`config.mk`:
```
export PLATFORM = sky130hd
export DESIGN_NAME = ram_bus_master
export DESIGN_NICKNAME = d
export VERILOG_FILES = /design/src/rtl/ram_bus_pkg.sv /design/src/rtl/ram_bus_addr_gen.sv /design/src/rtl/ram_bus_master.sv
export SDC_FILE = /design/constraint.sdc
export NUM_CORES = 1
export LEC_CHECK = 0
export ABC_AREA = 0
export ABC_CLOCK_PERIOD_IN_PS = 2600
export CORE_MARGIN = 2
export CORE_UTILIZATION = 45
export CTS_BUF_LIST = sky130_fd_sc_hd__clkbuf_8
export DETAILED_ROUTE_END_ITERATION = 6
export PLACE_DENSITY = 0.75
export REMOVE_ABC_BUFFERS = 1
export SKIP_LAST_GASP = 1
export SLEW_MARGIN = 20
export SYNTH_ARGS = -nofsm -noshare
export SYNTH_HDL_FRONTEND = slang
export SYNTH_SLANG_ARGS = --single-unit
```
`constraint.sdc`:
```
create_clock -name clk -period 2.6 [get_ports clk]
set_input_delay 0.52 -clock clk [delete_from_list [all_inputs] [get_ports clk]]
set_output_delay 0.52 -clock clk [all_outputs]
set_load 0.02 [all_outputs]
```
`src/rtl/ram_bus_pkg.sv`:
```
// Shared definitions for the scratch-RAM bus initiator: command opcodes,
// sequencer states and default bus geometry.
package ram_bus_pkg;

  localparam int DEF_ADDR_W = 7;
  localparam int DEF_DATA_W = 8;
  localparam int LEN_W      = 8;

  localparam logic [1:0] OP_READ  = 2'd0;
  localparam logic [1:0] OP_WRITE = 2'd1;
  localparam logic [1:0] OP_FILL  = 2'd2;
  localparam logic [1:0] OP_COPY  = 2'd3;

  typedef enum logic [2:0] {
    ST_IDLE,
    ST_READ,
    ST_WRITE,
    ST_FILL,
    ST_COPY_RD,
    ST_COPY_WR,
    ST_DONE
  } state_t;

endpackage

```
`src/rtl/ram_bus_addr_gen.sv`:
```
// Source/destination pointers (wrapping at the address width) and the
// remaining-byte down-counter for block commands.
module ram_bus_addr_gen
  import ram_bus_pkg::*;
#(
  parameter int ADDR_W = DEF_ADDR_W
) (
  input  logic              clk,
  input  logic              rst,
  input  logic              load,
  input  logic [ADDR_W-1:0] src_init,
  input  logic [ADDR_W-1:0] dst_init,
  input  logic [LEN_W-1:0]  cnt_init,
  input  logic              step_src,
  input  logic              step_dst,
  input  logic              dec,
  output logic [ADDR_W-1:0] src_ptr,
  output logic [ADDR_W-1:0] dst_ptr,
  output logic              cnt_zero
);

  logic [LEN_W-1:0] cnt;

  // NOTE: sequential state uses non-blocking assignments so every register
  // samples pre-edge values regardless of process evaluation order.
  always_ff @(posedge clk or posedge rst) begin
    if (rst) begin
      src_ptr <= '0;
      dst_ptr <= '0;
      cnt     <= '0;
    end else if (load) begin
      src_ptr <= src_init;
      dst_ptr <= dst_init;
      cnt     <= cnt_init;
    end else begin
      if (step_src) src_ptr <= src_ptr + 1'b1;
      if (step_dst) dst_ptr <= dst_ptr + 1'b1;
      if (dec)      cnt     <= cnt - 1'b1;
    end
  end

  assign cnt_zero = (cnt == '0);

endmodule

```
`src/rtl/ram_bus_master.sv`:
```
// Command-driven initiator for the 128 x 8 scratch RAM: single read/write,
// block fill and forward block copy, with registered bus and response outputs.
module ram_bus_master
  import ram_bus_pkg::*;
#(
  parameter int ADDR_W = DEF_ADDR_W,
  parameter int DATA_W = DEF_DATA_W
) (
  input  logic              clk,
  input  logic              rst,
  input  logic              cmd_valid,
  output logic              cmd_ready,
  input  logic [1:0]        cmd_op,
  input  logic [ADDR_W-1:0] cmd_addr,
  input  logic [ADDR_W-1:0] cmd_src,
  input  logic [LEN_W-1:0]  cmd_len,
  input  logic [DATA_W-1:0] cmd_data,
  output logic              rsp_valid,
  output logic [DATA_W-1:0] rsp_data,
  output logic              done,
  output logic              busy,
  output logic              ram_cs,
  output logic              ram_rw,
  output logic [ADDR_W-1:0] ram_addr,
  output logic [DATA_W-1:0] ram_wdata,
  input  logic [DATA_W-1:0] ram_rdata
);

  state_t            state, state_d;
  logic              cs_d, rw_d, done_d, rsp_valid_d;
  logic [ADDR_W-1:0] addr_d;
  logic [DATA_W-1:0] wdata_d, rsp_data_d;
  logic              load, step_src, step_dst, dec, cnt_zero;
  logic [ADDR_W-1:0] src_ptr, dst_ptr, src_init, dst_init;
  logic [LEN_W-1:0]  cnt_init;

  // The first bus cycle is issued straight from the command fields, so the
  // pointers load one step ahead and the counter tracks writes still to issue.
  assign src_init  = cmd_src + 1'b1;
  assign dst_init  = (cmd_op == OP_COPY) ? cmd_addr : cmd_addr + 1'b1;
  assign cnt_init  = (cmd_op == OP_FILL) ? cmd_len - 1'b1 : cmd_len;
  assign cmd_ready = (state == ST_IDLE);

  ram_bus_addr_gen #(.ADDR_W(ADDR_W)) u_addr_gen (
    .clk      (clk),
    .rst      (rst),
    .load     (load),
    .src_init (src_init),
    .dst_init (dst_init),
    .cnt_init (cnt_init),
    .step_src (step_src),
    .step_dst (step_dst),
    .dec      (dec),
    .src_ptr  (src_ptr),
    .dst_ptr  (dst_ptr),
    .cnt_zero (cnt_zero)
  );

  always_ff @(posedge clk or posedge rst) begin
    if (rst) state <= ST_IDLE;
    else     state <= state_d;
  end

  // NOTE: every signal driven here gets a default first, so no path through
  // the case can leave one unassigned and infer a latch.
  always_comb begin
    state_d     = state;
    cs_d        = 1'b0;
    rw_d        = 1'b1;
    addr_d      = ram_addr;
    wdata_d     = ram_wdata;
    done_d      = 1'b0;
    rsp_valid_d = 1'b0;
    rsp_data_d  = rsp_data;
    load        = 1'b0;
    step_src    = 1'b0;
    step_dst    = 1'b0;
    dec         = 1'b0;
    case (state)
      ST_IDLE: begin
        if (cmd_valid) begin
          load = 1'b1;
          case (cmd_op)
            OP_READ: begin
              state_d = ST_READ;
              cs_d    = 1'b1;
              addr_d  = cmd_addr;
            end
            OP_WRITE: begin
              state_d = ST_WRITE;
              cs_d    = 1'b1;
              rw_d    = 1'b0;
              addr_d  = cmd_addr;
              wdata_d = cmd_data;
            end
            OP_FILL: begin
              if (cmd_len == '0) begin
                state_d = ST_DONE;
                done_d  = 1'b1;
              end else begin
                state_d = ST_FILL;
                cs_d    = 1'b1;
                rw_d    = 1'b0;
                addr_d  = cmd_addr;
                wdata_d = cmd_data;
              end
            end
            default: begin
              if (cmd_len == '0) begin
                state_d = ST_DONE;
                done_d  = 1'b1;
              end else begin
                state_d = ST_COPY_RD;
                cs_d    = 1'b1;
                addr_d  = cmd_src;
              end
            end
          endcase
        end
      end
      ST_READ: begin
        state_d     = ST_DONE;
        rsp_data_d  = ram_rdata;
        rsp_valid_d = 1'b1;
        done_d      = 1'b1;
      end
      ST_WRITE: begin
        state_d = ST_DONE;
        done_d  = 1'b1;
      end
      ST_FILL: begin
        if (cnt_zero) begin
          state_d = ST_DONE;
          done_d  = 1'b1;
        end else begin
          cs_d     = 1'b1;
          rw_d     = 1'b0;
          addr_d   = dst_ptr;
          step_dst = 1'b1;
          dec      = 1'b1;
        end
      end
      ST_COPY_RD: begin
        // ram_wdata doubles as the copy holding register.
        state_d  = ST_COPY_WR;
        cs_d     = 1'b1;
        rw_d     = 1'b0;
        addr_d   = dst_ptr;
        wdata_d  = ram_rdata;
        step_dst = 1'b1;
        dec      = 1'b1;
      end
      ST_COPY_WR: begin
        if (cnt_zero) begin
          state_d = ST_DONE;
          done_d  = 1'b1;
        end else begin
          state_d  = ST_COPY_RD;
          cs_d     = 1'b1;
          addr_d   = src_ptr;
          step_src = 1'b1;
        end
      end
      ST_DONE: state_d = ST_IDLE;
      default: state_d = ST_IDLE;
    endcase
  end

  always_ff @(posedge clk or posedge rst) begin
    if (rst) begin
      ram_cs    <= 1'b0;
      ram_rw    <= 1'b1;
      ram_addr  <= '0;
      ram_wdata <= '0;
      rsp_valid <= 1'b0;
      rsp_data  <= '0;
      done      <= 1'b0;
      busy      <= 1'b0;
    end else begin
      ram_cs    <= cs_d;
      ram_rw    <= rw_d;
      ram_addr  <= addr_d;
      ram_wdata <= wdata_d;
      rsp_valid <= rsp_valid_d;
      rsp_data  <= rsp_data_d;
      done      <= done_d;
      busy      <= (state_d != ST_IDLE);
    end
  end

endmodule

```
# After elaboration in Yosys (flattened, before gate mapping)
# Cells that the tools add are included.
op_classes:
  n_addsub: 6
  magnitude_cmp: 0
  mul: 0
  muxes: 44
  div: 0
  n_reduce_logical: 14
  n_bitwise: 0
  shifts: 0
  n_eq_ne: 14
op_table:
  columns: ["op", "n"]
  rows:
  - ["$mux W7", 10]
  - ["$mux W8", 5]
  - ["$pmux W8 S2", 2]
  - ["$add A7 B1 Y7 const B", 4]
  - ["$pmux W7 S4", 1]
  - ["$logic_not A8 Y1", 2]
  - ["$sub A8 B1 Y8 const B", 2]
  - ["$pmux W3 S5", 1]
  - ["$pmux W7 S2", 1]
  - ["$mux W1", 13]
  - ["$mux W3", 3]
  - ["$pmux W1 S3", 3]
  - ["$pmux W3 S3", 1]
  - ["$eq A3 B2 Y1 const B", 2]
  - ["$eq A3 B3 Y1 const B", 2]
  - ["$ne A2 B2 Y1 const B", 3]
  - ["$ne A3 B3 Y1 const B", 2]
  - ["$reduce_and A6 Y1", 1]
  - ["$reduce_bool A2 Y1", 3]
  - ["$reduce_or A2 Y1", 3]
  - ["$eq A2 B2 Y1 const B", 2]
  - ["$mux W2", 2]
  - ["$pmux W1 S2", 2]
  - ["$reduce_and A4 Y1", 1]
  - ["7 further kinds", 7]
word_totals:
  wordCells: 90
  n_memories: 0
  regBits: 53
  latchBits: 0
  mem_bits_rw: 0
  rom_bits: 0
  in_bits: 43

# Longest topological paths before layout
logic_depth:
  depth_word: 6
  ltp_mapped: 12
  depth_no_buf: 8

# Hierarchy
# A second synthesis with hierarchy kept.
unflattened:
  cells_unflattened: 352
  hier_area_um2: 3377.0
by_module_without_submodules:
  columns: ["module", "seq_area_each_um2", "area_each_um2", "cells_each", "instances"]
  rows:
  - ["ram_bus_master", 777.0, 2193.4, 224, 1]
  - ["ram_bus_addr_gen", 550.5, 1183.6, 128, 1]

# Least setup slack after synthesis
# OpenSTA, ideal clock, no wires.
synth_path:
  kind: "reg-to-reg"
  start: "register state[1]"
  end: "register u_addr_gen.src_ptr[6]"
  setup_slack_ns: 0.188
  arrival_time_ns: 2.335
  path_stages_with_launch: 12
  setup_time_ns: 0.077
  path_cell_list: "dfrtp_1 > buf_4 > nor4b_4 > buf_2 > buf_2 > nand2_1 > nand2_1 > ha_1 > clkbuf_1 > nand4_1 > mux2_1 > a21oi_1"
synth_via:
  elab_chain_len: 3
  elab_cells_between_ends: 6
  classes_between: "eq/ne (1); mux (3); reduce/logical (2)"
synth_rtl:
  columns: ["item", "line", "source"]
  rows:
  - ["start, declared", "ram_bus_master.sv:29", "state_t state, state_d;"]
  - ["start signal, assigned", "ram_bus_master.sv:61", "else state <= state_d;"]
  - ["$eq A3 B3 Y1 / $logic_not A3 Y1 (equally long branches)", "ram_bus_master.sv:79", "case (state)"]
  - ["$mux W1", "ram_bus_master.sv:79", null]
  - ["$reduce_bool A2 Y1 (no line) / $mux W7 (equally long branches)", null, null]
  - ["end signal, assigned", "ram_bus_addr_gen.sv:32", "src_ptr <= src_init;"]
  - ["end signal, assigned", "ram_bus_addr_gen.sv:36", "if (step_src) src_ptr <= src_ptr + 1'b1;"]
  - ["end, declared", "ram_bus_addr_gen.sv:17", "output logic [ADDR_W-1:0] src_ptr,"]
# Several ways; a longest one is shown, not always the timed one.
# A chain may end at the register's enable or synchronous reset.

# Worst setup path after layout
layout_path:
  start: "input cmd_valid"
  end: "register u_addr_gen.src_ptr[4]"
layout_via:
  elab_chain_len: 3
  elab_cells_between_ends: 4
  classes_between: "mux (3); reduce/logical (1)"
layout_rtl:
  columns: ["item", "line", "source"]
  rows:
  - ["start, declared", "ram_bus_master.sv:11", "input logic cmd_valid,"]
  - ["$mux W1 *", "ram_bus_master.sv:81", "if (cmd_valid) begin"]
  - ["$mux W1 *", "ram_bus_master.sv:79", null]
  - ["$mux W7 / $reduce_bool A2 Y1 (equally long branches)", null, null]
# Mark *: on every way between the ends. The rest lies on a longest branch, timed or not.

==> results by group <==
Floorplan
  – Die width: 91.2 um
  – Initial Utilization: 0.469
  – Die height: 91.2 um
  – Rows: 31
  – Core Region: 7290 um^2
  – Io pins: 72
  – Die area: 8310 um^2

STA
  – Clock Skews: 15.4 ps
  – Slew margin rel.: 0.468
  – Max Slew Vio Count: 0
  – Slew @ Worst Pin: 793 ps
  – Tmin final: 2430 ps
  – Final hold viol count: 0
  – Setup-failing EPs final: 0
  – Fmax: 412 MHz
  – Final Hold Slack: 491 ps
  – Crit share post-route: 0.934
  – Unrepaired setup endpoints after global routing: no

Hold path
  – Hold/Removal Path Class: reg2reg

Synthesis
  – Synth warn: 0
  – Post-Synth Adder-Cell Area: 0.0366
  – Distinct cells, synth: 65
  – Mux contribution to synthesized area: 0.109
  – Register bit count reported by yosys: 53
  – Most common cell in the synthesized netlist: dfrtp_1
  – Seq/Total Area, Yosys: 0.388
  – Yosys top cell by area: dfrtp_1
  – Ranking of synthesized cells by area: dfrtp_1 38%, xor2_1 5.1%, mux2i_1 5.0%, nand2_1 4.3%, ha_1 3.7%
  – Complex-gate fraction of the synthesized area: 0.156
  – Synth cell count leaders: 52 x dfrtp_1, 39 x nand2_1, 25 x nor2_1, 21 x o21ai_1, 20 x xor2_1
  – Simple-gate share of the synthesized area: 0.195
  – XOR/XNOR Fraction of Synth Area: 0.0769
  – Predominant post-synthesis flop cell: dfrtp_1
  – Post-synth ARST share: 1.00
  – Syn avg cell area: 9.97 um^2
  – Main combinational cell family by area after synthesis: simple AND/OR/NAND/NOR gates
  – Post-synth EDFFs: 0
  – Gate Count Post-Synth: 343
  – Cell Area, Synth: 3420 um^2
  – Share of the synthesized area in the top cell type: 0.381

Finish
  – Multi-input logic area: 1960 um^2
  – Fillers: 653
  – Layout cells sized above 1: 0.173
  – Area Overhead vs Synth: 30.7%
  – Non-filler cells, final: 532
  – Register area: 1330 um^2
  – Post-layout util: 0.613
  – Ant. Diodes: 0
  – Nets@finish: 485

Drt
  – Via count: 2908
  – DR WL met2: 4160 um
  – Vias per cell: 5.47
  – Pre-antenna DRT Iters: 4
  – Wire length on met3: 335 um
  – Residual DRC: 0
  – Top Metal Used: met4
  – Iter 0 DRT Violations: 176
  – WL per Instance: 16.0 um
  – Detail Route Antenna Nets: 0
  – Met1 Routed Length: 3910 um
  – WL final: 8540 um

GRT
  – Vias in the first global route: 2888
  – Largest net degree at the start of global routing: 35
  – Global Route Usage Sum: 0.209
  – Initial antenna violation count: 0
  – Gr ovfl total: 0
  – First-pass GRT wire length: 14100 um

Setup path
  – Worst Path Required: 2810 ps
  – Critical path peak fanout: 5
  – Worst Setup End Kind: flop
  – Crit Path Category: in2reg
  – Worst path arrival time: 2640 ps
  – CP Launch Type: input pin

Placed design
  – Port-buffer cells: 71
  – Detail Placement HPWL: 6700 um
  – Post-Place Cells: 524
  – Gpl congestion: 0.859

Clocking
  – Clk_lat worst skew: 320 ps
  – Total CTS buffers: 5
  – Worst-path clk slew: 100 ps
  – CTS tree: yes
  – CTS sink count: 53
  – Post-CTS Setup Bufs: 0
  – Clk buf depth: 2
  – Library cell used as clock root buffer: clkbuf_8
  – CTS H-tree lvls: 2

Power
  – Worst vdd ir: 0.587 mV
  – Leakage power figure: 0.00186 uW
  – Pwr dens: 1090 nW/um^2

Status
  – Outcome: completed

Run
  – Max-Cap Viols: 0
==> timing repair <==
| action | CTS | global route |
|---|---|---|
| endpoints found under the hold margin | 0 | 0 |
| resized for setup | 0 | 1 |
| endpoints found under the setup margin | 0 | 2 |
| hold buffers | 0 | 0 |
==> flip-flops by register name, indices dropped and copies added (netlist names) <==
register	cells
busy	1
done	1
ram_addr	7
ram_cs	1
ram_rw	1
ram_wdata	8
rsp_data	8
rsp_valid	1
state	3
u_addr_gen.cnt	8
u_addr_gen.dst_ptr	7
u_addr_gen.src_ptr	7
==> kinds of logic (layout without fill, tap and decap cells) <==
| logic type | after synthesis | in the layout |
|---|---|---|
| simple gates | 114 | 114 |
| compound gates | 76 | 76 |
| flops | 53 | 53 |
| mux | 34 | 34 |
| xor+xnor | 30 | 30 |
| buf+inv | 26 | 116 |
| fa+ha+maj | 10 | 10 |
==> area by class of cell <==
cell class,count,area share
clock buffer,6,0.0185
timing repair buffer,97,0.206
inverter,11,0.00924
clock inverter,2,0.00252
multi-input combinational,264,0.439
sequential,53,0.297
tap,99,0.0277
==> worst max-delay path, stage by stage <==
cell,delay [ps]
clkdlybuf4s50_1,490
or4b_1,550
nand2_1,120
nand2_1,80
ha_1,260
a311oi_1,340
a21oi_1,80
o21ai_1,130
nand2_1,60
==> report_power, final <==
part           internal, uW  total, uW  switching (uW)
clock network           213        491             278
registers              1250       1590             339
logic                  1330       2810            1480
total                  2790       4890            2100
==> metrics by stage <==
| stage | setup WS, ps | TNS (ps) | total power [uW] | instance area (um^2) |
|---|---|---|---|---|
| 3_5_place_dp | -181 | -1600 | 4410 | 4370 |
| 2_1_floorplan | 1.60 | 0 | 3320 | 3330 |
| 4_1_cts | 152 | 0 | 4900 | 4460 |
| 3_3_place_gp | -49.5 | -190 | 4330 | 4370 |
| 5_1_grt | 66.0 | 0 | 5200 | 4470 |
| 6_report | 171 | 0 | 4890 | 4470 |
==> routing by layer <==
layer,track usage,up-vias
met5,0,-
met4,0.0606,0
met3,0.0249,12
met2,0.356,84
met1,0.281,1405
li1,-,1407
==> cells in the final DEF (no fill, tap or decap), types with 5 or more instances in the layout <==
cell type,count
ha_1,10
nor2_1,25
nor3_1,6
o21ai_1,20
a21oi_1,16
xnor2_1,10
buf_4,25
dfrtp_1,52
clkdlybuf4s50_1,71
xor2_1,20
o22ai_1,6
nand3_1,5
nand2_1,39
clkbuf_8,6
mux2i_1,17
o21ai_0,5
inv_1,11
mux2_2,11
==> path summary, 6_finish.rpt <==
kind                              startpoint                    end  slack, ps  cells after the start
worst max-delay path               cmd_valid  u_addr_gen.src_ptr[4]        170                      9
worst max register to register      state[1]  u_addr_gen.src_ptr[4]        420                      8
min in group asynchronous                rst            rsp_data[2]        510                      2
worst min register to register  ram_wdata[4]           ram_wdata[4]        490                      2
max in group asynchronous                rst                 ram_rw       1480                      3
worst min-delay path            ram_wdata[4]           ram_wdata[4]        490                      2
Power figures use the tool's default switching activity.
